$ cat src/rtl/stopwatch_counter.sv
// stopwatch_counter: mm:ss.cc BCD stopwatch driven by a resynchronized 100 Hz base tick.
// Define STOPWATCH_LAP_EN to build the lap-freeze display snapshot.
`timescale 1ns/1ps
module stopwatch_counter #(
    parameter int SYNC_STAGES = 2
) (
    input  logic       i_sclk,
    input  logic       i_reset_n,
    input  logic       i_basetick,
    input  logic       i_start_stop,
    input  logic       i_clear,
    input  logic       i_lap,
    output logic       o_timerenb,
    output logic [3:0] o_cs_ones,
    output logic [3:0] o_cs_tens,
    output logic [3:0] o_sec_ones,
    output logic [3:0] o_sec_tens,
    output logic [3:0] o_min_ones,
    output logic [3:0] o_min_tens,
    output logic       o_running,
    output logic       o_lap_active,
    output logic       o_overflow
);
    typedef enum logic [1:0] {IDLE, RUN, PAUSE} state_t;
    // digit limits, index 0 = cs_ones ... index 5 = min_tens
    localparam logic [5:0][3:0] LIM = {4'd5, 4'd9, 4'd5, 4'd9, 4'd9, 4'd9};

    state_t                 state, n_state;
    logic [SYNC_STAGES-1:0] sync_q;
    logic                   hist_q, tick, inc, wrap, running_q, overflow_q;
    logic [5:0][3:0]        cnt, n_cnt, disp;

    always_ff @(posedge i_sclk or negedge i_reset_n) begin
        if (!i_reset_n) begin
            sync_q <= '0;
            hist_q <= 1'b0;
        end else begin
            sync_q <= {sync_q[SYNC_STAGES-2:0], i_basetick};
            hist_q <= sync_q[SYNC_STAGES-1];
        end
    end

    assign tick = sync_q[SYNC_STAGES-1] & ~hist_q;
    assign inc  = tick & (state == RUN) & ~i_clear;

    always_comb begin
        n_state = i_clear ? IDLE : !i_start_stop ? state : (state == RUN) ? PAUSE : RUN;
        n_cnt   = cnt;
        wrap    = inc;
        for (int i = 0; i < 6; i++) begin
            n_cnt[i] = i_clear ? 4'd0 : !wrap ? cnt[i] : (cnt[i] == LIM[i]) ? 4'd0 : cnt[i] + 4'd1;
            wrap     = wrap & (cnt[i] == LIM[i]);
        end
    end

    always_ff @(posedge i_sclk or negedge i_reset_n) begin
        if (!i_reset_n) begin
            state      <= IDLE;
            cnt        <= '0;
            running_q  <= 1'b0;
            overflow_q <= 1'b0;
        end else begin
            state      <= n_state;
            cnt        <= n_cnt;
            running_q  <= (n_state == RUN);
            overflow_q <= wrap;
        end
    end

`ifdef STOPWATCH_LAP_EN
    logic lap_q, n_lap;
    assign n_lap = !i_clear && (lap_q ^ (i_lap && state != IDLE));

    // display follows the next live count unless frozen, so it stays registered
    always_ff @(posedge i_sclk or negedge i_reset_n) begin
        if (!i_reset_n) begin
            lap_q <= 1'b0;
            disp  <= '0;
        end else begin
            lap_q <= n_lap;
            disp  <= n_lap ? disp : n_cnt;
        end
    end

    assign o_lap_active = lap_q;
`else
    logic lap_unused;
    assign lap_unused   = i_lap;
    assign disp         = cnt;
    assign o_lap_active = 1'b0;
`endif

    assign {o_min_tens, o_min_ones, o_sec_tens, o_sec_ones, o_cs_tens, o_cs_ones} = disp;
    assign o_running  = running_q;
    assign o_timerenb = running_q;
    assign o_overflow = overflow_q;
endmodule

$ cat config.mk
export PLATFORM = sky130hd
export DESIGN_NAME = stopwatch_counter
export DESIGN_NICKNAME = d
export VERILOG_FILES = /design/src/rtl/stopwatch_counter.sv
export SDC_FILE = /design/constraint.sdc
export NUM_CORES = 1
export LEC_CHECK = 0
export BUFFER_PORTS_ARGS = -buffer_cell sky130_fd_sc_hd__clkbuf_2
export CORE_ASPECT_RATIO = 0.5
export CORE_MARGIN = 4
export CORE_UTILIZATION = 54
export CTS_CLUSTER_DIAMETER = 120
export DETAILED_ROUTE_END_ITERATION = 10
export PLACE_DENSITY = 0.79
export SLEW_MARGIN = 5
export SYNTH_ARGS = -nofsm -noshare
export SYNTH_HDL_FRONTEND = slang
export SYNTH_SLANG_ARGS = --single-unit
$ cat constraint.sdc
create_clock -name i_sclk -period 2.4 [get_ports i_sclk]
set_input_delay 0.24 -clock i_sclk [delete_from_list [all_inputs] [get_ports i_sclk]]
set_output_delay 0.24 -clock i_sclk [all_outputs]
set_load 0.01 [all_outputs]
==> summary.md <==
| Metric | Value |
|---|---|
| Setup crit end kind | `flip-flop` |
| Switching Power | `~0.23 mW` |
| Clk_lat worst skew | `between 0.2 and 0.3 ns` |
| Clock sink total | `31` |
| Final setup vio count | `0` |
| Final antenna-violating net count | `0` |
| Area after DPL | `roughly 1900 um^2` |
| MaxCap Viol Count | `0` |
| Final WL | `3.73 mm` |
| Fin crit share | `0.905` |
| Area Overhead vs Synth | `17.5%` |
| Die X-Extent | `87.1 um` |
| Detailed-route wire length per cell | `~15 um` |
| Min Clock Period, post-route | `between 2 and 2.5 ns` |
| YS warnings | `0` |
| Port bufs | `31` |
| Fillers | `about 250` |
| R2r worst-path depth | `6` |
| P_leak | `between 0.9 and 1 nW` |
| GRT overflow | `0` |
| Share of cells above drive strength 1 | `0.232` |
| Yosys reg bits | `31` |
| Post-synthesis instance area | `roughly 1700 um^2` |
| Worst Path Arrival | `between 2 and 2.5 ns` |
| Most frequent cells in the layout | `31 x dfrtp_1, 31 x clkbuf_2, 15 x a21oi_1` |
| Number of remaining DRC errors | `0` |
| RSZ-0062 raised after global routing | `no` |
| Setup crit start kind | `flip-flop` |
| Die area | `a little over 4000 um^2` |
| Critical Path RT | `about 2.6 ns` |
| Gate power share | `0.043` |
| Routability congestion estimate | `slightly above 0.7` |
| Nets | `227` |
| Antenna diodes | `0` |
| Netlist cell types | `39` |
| Postcts setup bufs | `0` |
| Final Skew | `0.00825 ns` |
| Vias | `around 1.5k` |
| Mean Syn Cell Area | `9.65 um^2` |
| CTS clock-pin slew for the worst setup and hold paths | `~0.070 ns` |
| First-pass detailed-route iteration total | `4` |
| First-pass GRT wire length | `approximately 6.4 mm` |
| Fmax | `roughly 460 MHz` |
| Pin count of the biggest net entering global routing | `32` |
| Syn Inst Count | `roughly 180` |
| Final hold slack | `0.0218 ns` |
| Worst-path fanout max | `14` |
| Ports | `34` |
| Cts bufs inserted | `5` |
| Syn Nets | `between 150 and 200` |
| Post-route cell area | `~2000 um^2` |
| Max-slew headroom | `0.480` |
| Antenna violations before repair | `0` |
| Peak supply drop | `approximately 280 uV` |
| Int Power | `between 0.7 and 0.8 mW` |
| Hold-fix buffers, CTS | `0` |
| Status | `completed` |
| Vias in the first global route | `1382` |
| Setup TNS | `0 ns` |
| Share of the yosys chip area belonging to registers | `0.459` |
| Setup CP Type | `flip-flop to flip-flop` |
| Overall Power | `a little under 1 mW` |
| Worst slew pin tran | `around 0.78 ns` |
| Core Rows | `14` |
| H-tree depth | `2` |
| CTS root buffer | `clkbuf_8` |
| Core area | `roughly 3000 um^2` |
| Global Route Usage Sum | `0.205` |
| CTS Buffer Depth | `2` |
| CTS tree | `yes` |
| Dpl hpwl | `about 2.6 mm` |
| Flop pwr share | `0.538` |
| Fin. Hold Viols | `0` |
| DR iter-0 viols | `about 100` |
| Pins over their slew limit | `0` |
| CTS resizes | `0` |
| Die height | `roughly 48 um` |
| Part of the power in the clock network | `0.419` |
| Vias per cell | `5.81` |
| P per Cell Area | `between 500 and 600 nW/um^2` |
| Min-Delay Path Class | `input port to async pin` |
| Net Sw Frac | `0.230` |
| Starting density of the core | `0.564` |
## through the flow
step                      instances  setup WS [ns]  utilization
after global placement          244          0.282        0.633
final                           251          0.228        0.662
after CTS                       251          0.229        0.662
after global routing            251          0.135        0.662
after detailed placement        244          0.226        0.633
after floorplan                 175          0.292            -
## final cells by class
class                   count  area (um^2)  share of cell area
well taps                  40         50.0              0.0252
flip-flops and latches     31          776               0.391
clock inverters             1         5.00             0.00252
multi-input cells         126          837               0.422
repair buffers             36          193              0.0971
inverters                  11         41.3              0.0208
clock buffers               6         82.6              0.0416
## registers in the layout, summed over array words and instances, names as in the netlist
signal      count
o_cs_ones       4
o_sec_ones      4
o_sec_tens      4
o_overflow      1
o_running       1
hist_q          1
o_min_ones      4
state           2
sync_q          2
o_cs_tens       4
o_min_tens      4
## kinds of logic (layout without fill, tap and decap cells)
group | after synthesis | in the layout | share of synthesized area
and+or+nand+nor | 72 | 72 | 0.261
xor gates and xnor gates | 2 | 2 | 0.0104
AOI/OAI and AO/OA | 39 | 39 | 0.136
adders and majority gates | 10 | 10 | 0.0741
other | 1 | 1 | 0.00222
muxes | 2 | 2 | 0.0126
DFF | 31 | 31 | 0.459
buffers and inverters | 18 | 54 | 0.0452
## worst max-delay path: stages (launching register included)
cell      delay [ns]
dfrtp_1         0.42
inv_1           0.07
ha_1            0.16
nand3b_1        0.16
or4_4           0.61
or4b_1          0.52
a21oi_1         0.15
## synth_stat cells
| master | instances | area, um^2 |
|---|---|---|
| a21o_1 | 2 | 15.0 |
| a21oi_1 | 15 | 75.1 |
| a22oi_1 | 1 | 7.51 |
| and2_1 | 1 | 6.26 |
| and3b_1 | 5 | 43.8 |
| and4bb_2 | 2 | 25.0 |
| buf_1 | 1 | 3.75 |
| buf_2 | 1 | 5.00 |
| buf_4 | 2 | 15.0 |
| clkbuf_1 | 3 | 11.3 |
| conb_1 | 1 | 3.75 |
| dfrtp_1 | 31 | 776 |
| ha_1 | 10 | 125 |
| inv_1 | 11 | 41.3 |
| mux2_2 | 1 | 11.3 |
| mux2i_1 | 1 | 10.0 |
| nand2_1 | 12 | 45.0 |
| nand2b_1 | 1 | 6.26 |
| nand3_1 | 9 | 45.0 |
| nand3b_1 | 5 | 37.5 |
| nand3b_4 | 1 | 20.0 |
| nand4_1 | 3 | 18.8 |
| nand4bb_1 | 2 | 22.5 |
| nor2_1 | 12 | 45.0 |
| nor2b_1 | 1 | 6.26 |
| nor3_1 | 6 | 30.0 |
| nor4_1 | 3 | 18.8 |
| nor4b_1 | 1 | 8.76 |
| o21ai_0 | 12 | 60.1 |
| o311ai_0 | 2 | 17.5 |
| o31ai_1 | 6 | 45.0 |
| o41ai_1 | 1 | 8.76 |
| or2_2 | 1 | 6.26 |
| or3_1 | 3 | 18.8 |
| or4_1 | 2 | 15.0 |
| or4_4 | 1 | 11.3 |
| or4b_1 | 1 | 10.0 |
| xnor2_1 | 1 | 8.76 |
| xor2_1 | 1 | 8.76 |
## power by group through the flow
stage               Combinational, mW  Sequential (mW)  Clock (mW)
floorplan                      0.0228            0.544           0
global placement               0.0427            0.544           0
detailed placement             0.0441            0.544           0
CTS                            0.0442            0.535       0.425
global route                   0.0494            0.535       0.453
finish                         0.0433            0.535       0.417
## routing by layer
layer | GRT usage | share of wire | up-vias | wire, um
li1 | - | - | 699 | -
met1 | 0.257 | 0.47 | 730 | 1750
met2 | 0.350 | 0.47 | 24 | 1760
met3 | 0.0704 | 0.048 | 5 | 179
met4 | 0.0550 | 0.011 | 0 | 40
met5 | 0 | 0 | - | 0
## final timing paths
| check | startpoint | slack (ns) | end |
|---|---|---|---|
| worst max register to register | o_cs_tens[1]$_DFFE_PN0P_ | 0.23 | o_min_tens[3]$_DFFE_PN0P_ |
| worst min-delay path | i_reset_n | 0.02 | o_sec_tens[2]$_DFFE_PN0P_ |
| max in group asynchronous | i_reset_n | 1.88 | o_sec_ones[2]$_DFFE_PN0P_ |
| worst max-delay path | o_cs_tens[1]$_DFFE_PN0P_ | 0.23 | o_min_tens[3]$_DFFE_PN0P_ |
| min in group i_sclk | i_basetick | 0.06 | sync_q[0]$_DFF_PN0_ |
| worst min register to register | sync_q[0]$_DFF_PN0_ | 0.36 | sync_q[1]$_DFF_PN0_ |
Power figures use the tool's default switching activity.
